File: src/rtl/cpu_types_pkg.sv
// rtl/cpu_types_pkg.sv - shared CPU word type, muldiv opcodes and muldiv FSM states
package cpu_types_pkg;

  typedef logic [31:0] word_t;

  typedef enum logic [2:0] {
    MULT  = 3'd0,
    MULTU = 3'd1,
    DIV   = 3'd2,
    DIVU  = 3'd3,
    MTHI  = 3'd4,
    MTLO  = 3'd5
  } muldiv_op_t;

  typedef enum logic [1:0] {
    MD_IDLE = 2'd0,
    MD_RUN  = 2'd1,
    MD_FIX  = 2'd2
  } md_state_t;

  // Two's-complement magnitude when neg is set, otherwise pass-through.
  function automatic word_t mag(input word_t v, input logic neg);
    return neg ? (~v + 32'd1) : v;
  endfunction

endpackage

File: src/rtl/muldiv_unit.sv
// rtl/muldiv_unit.sv - iterative 32-cycle multiply/divide unit owning HI/LO
module muldiv_unit
  import cpu_types_pkg::*;
(
  input  logic       CLK,
  input  logic       nRST,
  input  logic       start,
  input  muldiv_op_t op,
  input  word_t      rs_dat,
  input  word_t      rt_dat,
  input  logic       flush,
  output logic       busy,
  output logic       done,
  output word_t      hi,
  output word_t      lo
);

  md_state_t   state_q;
  logic [4:0]  cnt_q;
  logic [63:0] acc_q;
  word_t       b_q;
  logic        is_div_q;
  logic        neg_q;
  logic        neg_rem_q;
  logic        div0_q;
  word_t       hi_q;
  word_t       lo_q;
  logic        done_q;

  logic [32:0] opa;
  logic [32:0] opb;
  logic [32:0] opb_x;
  logic [33:0] sum;
  logic [63:0] acc_d;
  logic [63:0] prod;
  word_t       res_hi;
  word_t       res_lo;

  logic        signed_op;
  logic        sa;
  logic        sb;

  assign signed_op = (op == MULT) || (op == DIV);
  assign sa        = signed_op & rs_dat[31];
  assign sb        = signed_op & rt_dat[31];

  // acc_q holds {partial product, multiplier} or {remainder, dividend/quotient};
  // one shared 33-bit adder/subtractor serves both iterations.
  always_comb begin
    opa   = is_div_q ? {acc_q[63:32], acc_q[31]} : {1'b0, acc_q[63:32]};
    opb   = (is_div_q || acc_q[0]) ? {1'b0, b_q} : 33'd0;
    opb_x = is_div_q ? ~opb : opb;
    sum   = {1'b0, opa} + {1'b0, opb_x} + {33'd0, is_div_q};
    if (is_div_q) begin
      // Carry out set means no borrow: the trial subtraction is kept.
      acc_d = sum[33] ? {sum[31:0], acc_q[30:0], 1'b1}
                      : {opa[31:0], acc_q[30:0], 1'b0};
    end else begin
      acc_d = {sum[32:0], acc_q[31:1]};
    end
  end

  always_comb begin
    prod = neg_q ? (~acc_q + 64'd1) : acc_q;
    if (is_div_q) begin
      res_lo = div0_q ? 32'hFFFF_FFFF : mag(acc_q[31:0], neg_q);
      res_hi = mag(acc_q[63:32], neg_rem_q);
    end else begin
      res_hi = prod[63:32];
      res_lo = prod[31:0];
    end
  end

  always_ff @(posedge CLK or negedge nRST) begin
    if (!nRST) begin
      state_q   <= MD_IDLE;
      cnt_q     <= 5'd0;
      acc_q     <= 64'd0;
      b_q       <= 32'd0;
      is_div_q  <= 1'b0;
      neg_q     <= 1'b0;
      neg_rem_q <= 1'b0;
      div0_q    <= 1'b0;
      hi_q      <= 32'd0;
      lo_q      <= 32'd0;
      done_q    <= 1'b0;
    end else begin
      done_q <= 1'b0;
      if (flush) begin
        state_q <= MD_IDLE;
      end else begin
        case (state_q)
          MD_IDLE: begin
            if (start) begin
              case (op)
                MULT, MULTU, DIV, DIVU: begin
                  acc_q     <= {32'd0, mag(rs_dat, sa)};
                  b_q       <= mag(rt_dat, sb);
                  is_div_q  <= (op == DIV) || (op == DIVU);
                  neg_q     <= sa ^ sb;
                  neg_rem_q <= sa;
                  div0_q    <= (rt_dat == 32'd0);
                  cnt_q     <= 5'd31;
                  state_q   <= MD_RUN;
                end
                MTHI:    hi_q <= rs_dat;
                MTLO:    lo_q <= rs_dat;
                default: ;
              endcase
            end
          end
          MD_RUN: begin
            acc_q <= acc_d;
            cnt_q <= cnt_q - 5'd1;
            if (cnt_q == 5'd0) state_q <= MD_FIX;
          end
          MD_FIX: begin
            hi_q    <= res_hi;
            lo_q    <= res_lo;
            done_q  <= 1'b1;
            state_q <= MD_IDLE;
          end
          default: state_q <= MD_IDLE;
        endcase
      end
    end
  end

  assign busy = (state_q != MD_IDLE);
  assign done = done_q;
  assign hi   = hi_q;
  assign lo   = lo_q;

endmodule

File: config.mk
export PLATFORM = sky130hd
export DESIGN_NAME = muldiv_unit
export DESIGN_NICKNAME = d
export VERILOG_FILES = /design/src/rtl/cpu_types_pkg.sv /design/src/rtl/muldiv_unit.sv
export SDC_FILE = /design/constraint.sdc
export NUM_CORES = 1
export LEC_CHECK = 0
export ABC_CLOCK_PERIOD_IN_PS = 11500
export BUFFER_PORTS_ARGS = -buffer_cell sky130_fd_sc_hd__buf_2
export CAP_MARGIN = 10
export CORE_MARGIN = 8
export CORE_UTILIZATION = 30
export DETAILED_ROUTE_END_ITERATION = 6
export SLEW_MARGIN = 20
export SYNTH_ARGS = -nofsm -noshare
export SYNTH_HDL_FRONTEND = slang
export SYNTH_SLANG_ARGS = --single-unit
File: constraint.sdc
create_clock -name CLK -period 11.5 [get_ports CLK]
set_input_delay 2.3 -clock CLK [delete_from_list [all_inputs] [get_ports CLK]]
set_output_delay 2.3 -clock CLK [all_outputs]
set_load 0.03 [all_outputs]
---- Yosys cells after proc, flatten, opt, wreduce, memory -nomap -nowiden ----
Index checks and enable logic that the tools add are counted.
cells by class
  add/subtract/negate cells ............... 8
  equality and inequality tests ........... 14
  mux-type cells .......................... 32
  bitwise gates (word level) .............. 10
  reductions and logical operators ........ 16
operators with widths
  kind                                                                 number
  32-bit 2-to-1 mux                                                    12
  64-bit 2-to-1 mux                                                    5
  32-bit by 1-bit adder with 32-bit output (second input constant)     4
  32-bit NOT                                                           4
  32-bit case mux with 2 select lines                                  2
  64-bit case mux with 2 select lines                                  1
  33-bit 2-to-1 mux                                                    2
  64-bit by 1-bit adder with 64-bit output (second input constant)     1
  64-bit NOT                                                           1
  33-bit by 33-bit adder with 34-bit output                            1
  34-bit by 1-bit adder with 34-bit output                             1
  32-bit NOT with 33-bit output                                        1
  32-bit zero test                                                     1
  4-bit AND reduction                                                  4
  5-bit 2-to-1 mux                                                     2
  5-bit case mux with 2 select lines                                   1
  2-bit 2-to-1 mux                                                     4
  3-bit by 2-bit == test with 1-bit output (second input constant)     2
  3-bit == test (second input constant)                                2
  2-bit by 1-bit != test with 1-bit output (second input constant)     3
  3-bit != test (second input constant)                                2
  2-bit nonzero test                                                   3
  5-bit zero test                                                      1
  5-bit by 1-bit subtractor with 5-bit output (second input constant)  1
  15 further kinds                                                     19
storage, ports and cells
  flip-flop bits (word level) ............. 172
  bits of input ports ..................... 71
  output and inout port bits .............. 66
  logic and storage cells ................. 91

---- Longest topological paths before layout ----
Gate-level depths: netlist (run 1).
  depth after elaboration ................. 9
  depth in mapped cells ................... 18
  depth with buffers taken out ............ 14

---- Worst setup path before layout (run 1) ----
OpenSTA, ideal clock, no wires.
  kind .................................... input-to-reg
  start ................................... input rt_dat[5]
  end ..................................... register b_q[30]
  setup time .............................. 0.133 ns
  arrival ................................. 4.282 ns
  required time ........................... 11.367 ns
  slack ................................... 7.085 ns
  cell stages on the path ................. 9
  buffers on the path ..................... 0
  cells stage by stage .................... or3_1 or3_1 or2_2 nor2_1 and3_1 nand2_1 o41ai_2 xor2_1 o21ai_0
between the ends
  longest elaborated chain between the ends .. 3
ends and longest elaborated chain
  element                                   line                 RTL
  start, declared                           muldiv_unit.sv:10    input word_t rt_dat,
  32-bit NOT                                cpu_types_pkg.sv:23  return neg ? (~v + 32'd1) : v;
  32-bit by 1-bit adder with 32-bit output  cpu_types_pkg.sv:23
  32-bit 2-to-1 mux                         cpu_types_pkg.sv:23
  end signal, assigned                      muldiv_unit.sv:98    b_q <= mag(rt_dat, sb);
  end, declared                             muldiv_unit.sv:21    word_t b_q;
Every way passes these cells.
A chain may end at the register's enable or synchronous reset.

---- Worst setup path in the final report (run 1) ----
  start ................................... register is_div_q
  end ..................................... register acc_q[58]
between the ends
  longest elaborated chain between the ends .. 9
ends and longest elaborated chain
  element                                    line               RTL
  start, declared                            muldiv_unit.sv:22  logic is_div_q;
  start signal, assigned                     muldiv_unit.sv:99  is_div_q <= (op == DIV) || (op == DIVU);
  1-bit logical OR                           muldiv_unit.sv:51  opb = (is_div_q || acc_q[0]) ? {1'b0, b_q} : 33'd0;
  32-bit 2-to-1 mux                          muldiv_unit.sv:51
  32-bit NOT with 33-bit output              muldiv_unit.sv:52  opb_x = is_div_q ? ~opb : opb;
  33-bit 2-to-1 mux                          muldiv_unit.sv:52
  33-bit by 33-bit adder with 34-bit output  muldiv_unit.sv:53  sum = {1'b0, opa} + {1'b0, opb_x} + {33'd0, is_div_q};
  34-bit by 1-bit adder with 34-bit output   muldiv_unit.sv:53
  64-bit 2-to-1 mux                          muldiv_unit.sv:56  acc_d = sum[33] ? {sum[31:0], acc_q[30:0], 1'b1}
  64-bit 2-to-1 mux (*)                      muldiv_unit.sv:54  if (is_div_q) begin
  64-bit case mux with 2 select lines (*)    muldiv_unit.sv:92  case (state_q)
  end signal, assigned                       muldiv_unit.sv:97  acc_q <= {32'd0, mag(rs_dat, sa)};
  end, declared                              muldiv_unit.sv:20  logic [63:0] acc_q;
Every way passes the cells marked *; elsewhere a longest branch is shown, timed or not.

==> results of run 1 <==
[per-stage QoR]
step / util [%] / cells / cell area (µm²) / hold slack [ps]
floorplan: - / 1659 / 13100 / 444
global placement: 32.9 / 2279 / 14200 / 458
detailed placement: 33.0 / 2280 / 14200 / 461
CTS: 34.3 / 2311 / 14800 / 477
global route: 34.3 / 2311 / 14800 / 498
finish: 34.3 / 2311 / 14800 / 478
[worst max path at each step]
stage / from / to / slack, ps
5_1_grt: is_div_q / acc_q[58] / 5900
3_5_place_dp: is_div_q / acc_q[58] / 6320
3_3_place_gp: op[2] / div0_q / 6360
4_1_cts: is_div_q / acc_q[58] / 6300
6_report: is_div_q / acc_q[58] / 6210
2_1_floorplan: rt_dat[5] / b_q[30] / 7090
[worst max-delay path, stage by stage, from the launching register on]
cell and delay (ps):
dfrtp_4 890, buf_4 710, mux2_2 410, ha_1 370
a21oi_1 400, o211ai_1 170, a41oi_1 260, o21ai_2 160
a221o_1 420, nand2_1 820, o21ai_0 260, o31ai_1 260
[sequential cells by signal, summed over array words and instances, names as in the netlist]
register   flops
cnt_q          5
b_q           32
is_div_q       1
acc_q         64
div0_q         1
lo            32
hi            32
neg_q          1
state_q        2
done           1
neg_rem_q      1
[power groups by stage]
stage                     clock (W)  combinational [W]  sequential, W
after global routing       0.000605            0.00257        0.00126
after detailed placement          0            0.00229        0.00122
after CTS                  0.000582            0.00230        0.00121
after global placement            0            0.00226        0.00121
after floorplan                   0            0.00172        0.00116
final                      0.000570            0.00231        0.00122
[placed cells by master (no fill, tap or decap), types with 4 or more instances in the layout]
master,count
nand3_1,17
nor2_1,97
o221ai_1,10
o41ai_1,9
nor4_1,8
clkinv_2,5
and2_1,13
a211oi_1,5
ha_1,37
a21oi_1,103
xor2_1,51
o21ai_2,5
or3_1,28
nand4_1,6
nor3_1,31
a21o_1,12
mux2_2,29
o21ai_1,4
nand2_1,262
or2_2,6
inv_1,25
and3_1,9
o31ai_1,26
a31oi_1,16
buf_2,135
o22ai_1,58
buf_4,17
mux2i_1,33
nand2b_1,11
o21a_1,8
nor3b_1,6
o21ai_0,265
clkbuf_16,17
or4_1,9
dfrtp_1,171
xnor2_1,99
o211ai_1,7
a41oi_1,4
[cells by family after synthesis]
group / count (synthesis) / synth area share, %
fa+ha+maj: 38 / 3.67
buf+inv: 142 / 4.52
flops: 172 / 32.7
simple gates: 534 / 19.1
mux: 62 / 5.00
xor+xnor: 150 / 9.99
compound gates: 561 / 25.0
[cells in the mapped netlist (25+ instances only)]
cell      count  share of area [%]
nor3_1       32                1.2
dfrtp_1     172                 33
a21oi_1     103                3.9
nor2_1       98                2.8
o22ai_1      58                2.8
mux2i_1      33                2.5
mux2_2       29                2.5
or3_1        29                1.4
ha_1         37                3.5
inv_1        25               0.71
o31ai_1      26                1.5
xnor2_1      99                6.6
o21ai_0     266                 10
nand2_1     263                7.5
clkbuf_1     93                2.7
xor2_1       51                3.4
[cell type report]
class | instances | area [µm²]
Clock inverter | 13 | 118
Clock buffer | 18 | 439
Inverter | 25 | 93.8
Timing Repair Buffer | 153 | 815
Sequential cell | 172 | 4310
Tap cell | 585 | 732
Fill cell | 4579 | 28400
Multi-Input combinational cell | 1345 | 8290
[per-layer routing]
metal	GRT usage [%]	vias up
li1	-	6045
met1	24.3	5907
met2	25.9	391
met3	2.91	48
met4	4.76	0
met5	0	-
==> impl_metrics.env, run 1 <==
export IMPL_holdBufCountCts=0
export IMPL_hold_viol_final=0
export IMPL_combPwrFrac_pct=56.3
export IMPL_finalCritPeriodShare_pct=46.0
export IMPL_clkSinkCount=172
export IMPL_finalNetCount=1823
export IMPL_setup_viol=0
export IMPL_pwr_share_seq_pct=29.8
export IMPL_place_congestion=0.901
export IMPL_die_area_um2=50800
export IMPL_status="complete, but fails checks"
export IMPL_die_w_um=225
export IMPL_layout_drive_gt1_share_pct=14.8
export IMPL_setup_tns_ps=0
export IMPL_synth_edff_count=0
export IMPL_crit_fanout=68
export IMPL_met1_length_um=20900
export IMPL_rsz0062_at_grt="no"
export IMPL_syn_cell_area_um2=13100
export IMPL_criticalPathCategory="register to register"
export IMPL_drt_pass1_iter_count=7
export IMPL_vias_per_cell=5.36
export IMPL_ir_drop_mv=0.0910
export IMPL_ios=137
export IMPL_critical_path_arrival_ps=5650
export IMPL_rows=76
export IMPL_synth_seq_cells=172
export IMPL_cts_buffer_depth=2
export IMPL_synth_warnings=0
export IMPL_failed_checks="DRC"
export IMPL_drt_iter0_markers=990
export IMPL_required_ps=11860
export IMPL_drt_drc_violations_left=2
export IMPL_clock_skew_ps=11.4
export IMPL_slew_viol_final=0
export IMPL_ys_seq_area_share_pct=32.7
export IMPL_worst_setup_path_end_kind="register"
export IMPL_via_count=12400
export IMPL_wl_um=43500
export IMPL_syn_to_final_growth_pct=12.5
export IMPL_grt_start_max_net_pins=100
export IMPL_reg2reg_from="is_div_q"
export IMPL_grt_ovfl_total=0
export IMPL_syn_nets=1768
export IMPL_slew_headroom_pct=27.0
export IMPL_dr_max_layer_used="met4"
export IMPL_intPower_w=0.00205
export IMPL_cts_root_buffer="clkbuf_16"
export IMPL_total_power_w=0.00410
export IMPL_io_buffers=136
export IMPL_leakagePower_nw=6.20
export IMPL_cts_resized=0
export IMPL_cts_buffers=17
export IMPL_wl_per_cell_um=18.8
export IMPL_core_region_area_um2=43200
export IMPL_post_cts_buffers=0
export IMPL_hold_end="lo[11]"
export IMPL_die_y_um=225
export IMPL_start_util_pct=30.5
export IMPL_grt_pass1_wl_um=68800
export IMPL_p_clk_share_pct=13.9
export IMPL_syn_inst=1659
export IMPL_max_freq_mhz=189
export IMPL_rrSetupSlack_ps=6210
export IMPL_grtUsageTotal_pct=17.0
export IMPL_timing_critical_path_from_type="register"
export IMPL_path_clk_slew_ps=70
export IMPL_async_flop_share_pct=100
export IMPL_p_per_area_nw_per_um2=277
export IMPL_clkLatencyLatePin_ps=450
export IMPL_met2WireLength_um=19200
export IMPL_syn_avg_cell_area_um2=7.93
export IMPL_drv_cap=0
export IMPL_worst_pin_slew_ps=1090
export IMPL_reg2reg_to="acc_q[58]"
export IMPL_min_delay_start="lo[11]"
export IMPL_power_switching_w=0.00205
export IMPL_dp_slack_ps=6320
export IMPL_hold_class="register to register"
export IMPL_synth_flop_cell="dfrtp_1"
export IMPL_grt_pass1_vias=11900
export IMPL_period_needed_ps=5290
export IMPL_cts_tree="yes"
export IMPL_ys_types=78
export IMPL_htree_levels=4
export IMPL_met3_length_um=2590
export IMPL_hold_depth=2
export IMPL_ant_nets=0
export IMPL_diodes=0
export IMPL_p_sw_share_pct=50.0
export IMPL_reg2reg_depth=11
export IMPL_setup_slack_ps=6210
export IMPL_hpwl_um=32700
export IMPL_antenna_found_initial=0
Note: power is estimated with default switching activity, not from simulation.
==> run 2: changes to the inputs <==
--- a/config.mk
+++ b/config.mk
@@ -5,7 +5,7 @@
 export SDC_FILE = /design/constraint.sdc
 export NUM_CORES = 1
 export LEC_CHECK = 0
-export ABC_CLOCK_PERIOD_IN_PS = 11500
+export ABC_CLOCK_PERIOD_IN_PS = 4500
 export BUFFER_PORTS_ARGS = -buffer_cell sky130_fd_sc_hd__buf_2
 export CAP_MARGIN = 10
 export CORE_MARGIN = 8
==> constraint.sdc (replaced) <==
create_clock -name CLK -period 4.5 [get_ports CLK]
set_input_delay 0.9 -clock CLK [delete_from_list [all_inputs] [get_ports CLK]]
set_output_delay 0.9 -clock CLK [all_outputs]
set_load 0.03 [all_outputs]
==> run 2 against run 1 <==
First-iteration DRC count rose by 28%. Combinational power grew to 2.7 times the previous value. Worst setup slack worse by 5900 ps. The run now ends clean. Routed wire length is 0.74% lower. Largest power group unchanged. Power rose to 2.6 times the previous value. Clock power grew to 2.7 times the previous value. Flip-flop and latch count is the same.
==> impl_metrics.env, run 2 (synthesized netlist as in run 1, its figures left out) <==
export IMPL_placed_cell_area_um2=14300
export IMPL_die_w_um=225
export IMPL_p_per_area_nw_per_um2=715
export IMPL_finalNetCount=1834
export IMPL_vias_per_cell=5.37
export IMPL_placedCellCount=2291
export IMPL_max_freq_mhz=240
export IMPL_start_util_pct=30.5
export IMPL_finalCritPeriodShare_pct=92.6
export IMPL_core_region_area_um2=43200
export IMPL_ios=137
export IMPL_register_area_um2=4310
export IMPL_drt_drc_violations_left=0
export IMPL_drv_cap=0
export IMPL_period_needed_ps=4170
export IMPL_place_congestion=0.908
export IMPL_clock_skew_ps=15.4
export IMPL_hold_ws_ps=479
export IMPL_crit_fanout=28
export IMPL_holdBufCountCts=0
export IMPL_via_count=12500
export IMPL_hold_viol_final=0
export IMPL_largest_reg_flops=64
export IMPL_setup_tns_ps=0
export IMPL_grt_pass1_wl_um=68700
export IMPL_hold_class="register to register"
export IMPL_hpwl_um=33000
export IMPL_die_area_um2=50800
export IMPL_cts_tree="yes"
export IMPL_cts_buffer_depth=2
export IMPL_criticalPathCategory="register to register"
export IMPL_slew_headroom_pct=41.5
export IMPL_wl_um=43200
export IMPL_total_power_w=0.0107
export IMPL_required_ps=4860
export IMPL_htree_levels=4
export IMPL_ant_nets=0
export IMPL_multi_input_area_um2=8280
export IMPL_syn_to_final_growth_pct=13.6
export IMPL_die_y_um=225
export IMPL_clkSinkCount=172
export IMPL_grtUsageTotal_pct=16.8
export IMPL_antenna_found_initial=2
export IMPL_grt_ovfl_total=0
export IMPL_path_clk_slew_ps=70
export IMPL_grt_pass1_vias=12000
export IMPL_ir_drop_mv=0.267
export IMPL_cts_root_buffer="clkbuf_16"
export IMPL_slew_viol_final=0
export IMPL_rsz0062_at_grt="no"
export IMPL_rows=76
export IMPL_setup_viol=0
export IMPL_status="complete, no violations"
export IMPL_drt_iter0_markers=1272
export IMPL_grt_start_max_net_pins=90
export IMPL_postLayoutCellArea_um2=14900
export IMPL_critical_path_arrival_ps=4530
export IMPL_wl_per_cell_um=18.6
export IMPL_regMostFlops="acc_q"
export IMPL_drt_pass1_iter_count=6
export IMPL_stdcell_count=2324
export IMPL_layout_drive_gt1_share_pct=15.4
export IMPL_worst_pin_slew_ps=877
export IMPL_final_common_cell="o21ai_0"
export IMPL_io_buffers=136
export IMPL_layout_common_cells="265 x o21ai_0, 262 x nand2_1, 171 x dfrtp_1"
export IMPL_cts_buffers=17
export IMPL_timing_critical_path_from_type="register"
export IMPL_worst_setup_path_end_kind="register"
export IMPL_leakagePower_nw=6.27
export IMPL_clkLatencyLatePin_ps=460
export IMPL_fillers=4594
-- run 2: stage by stage --
| stage | util, % | setup WS [ps] |
|---|---|---|
| floorplan | - | 358 |
| global placement | 33.2 | 377 |
| detailed placement | 33.2 | 210 |
| CTS | 34.6 | 194 |
| global route | 34.6 | 87.1 |
| finish | 34.6 | 335 |
-- run 2: path summary, 6_finish.rpt --
check / start / end / slack (ps) / cells past startpoint
setup / recovery: is_div_q / acc_q[62] / 330 / 12
hold / removal: lo[4] / lo[4] / 480 / 2
setup reg to reg: is_div_q / acc_q[62] / 330 / 12
hold reg to reg: lo[4] / lo[4] / 480 / 2
max in group asynchronous: nRST / cnt_q[0] / 3100 / 2
min in group asynchronous: nRST / done / 510 / 1
-- run 2: worst max-delay path, stage by stage (launching register included) --
cell	delay (ps)
dfrtp_4	490
inv_1	570
o21ai_0	320
fa_1	490
a21o_1	230
a21oi_1	310
or3_1	180
a211oi_1	110
or4b_1	570
a41oi_1	350
xnor2_1	200
o2bb2ai_1	110
a31oi_1	150
-- run 2: what timing repair did --
item                       in CTS  in global routing
setup buffers                   0                  0
setup endpoints to repair       0                  4
gates resized for setup         0                  1
-- run 2: routing by layer --
layer / vias up / part of all wire, % / track usage, %
met2: 440 / 44 / 25.4
met1: 5902 / 47 / 23.8
met5: - / 0.030 / 0
met3: 53 / 7.1 / 3.84
met4: 2 / 1.9 / 4.51
li1: 6076 / - / -
-- run 2: layout make-up --
class                      count  share of cell area (%)
multi-input combinational   1345                    55.5
sequential                   172                    28.8
timing repair buffer         164                    6.18
tap                          585                    4.90
clock buffer                  18                    2.94
clock inverter                14                    1.03
inverter                      25                   0.628
antenna                        1                  0.0168
-- run 2: where the power goes --
part	switching, W	total (W)	internal (W)
registers	0.000827	0.00297	0.00214
logic	0.00380	0.00619	0.00239
clock network	0.000718	0.00152	0.000799
total	0.00534	0.0107	0.00533
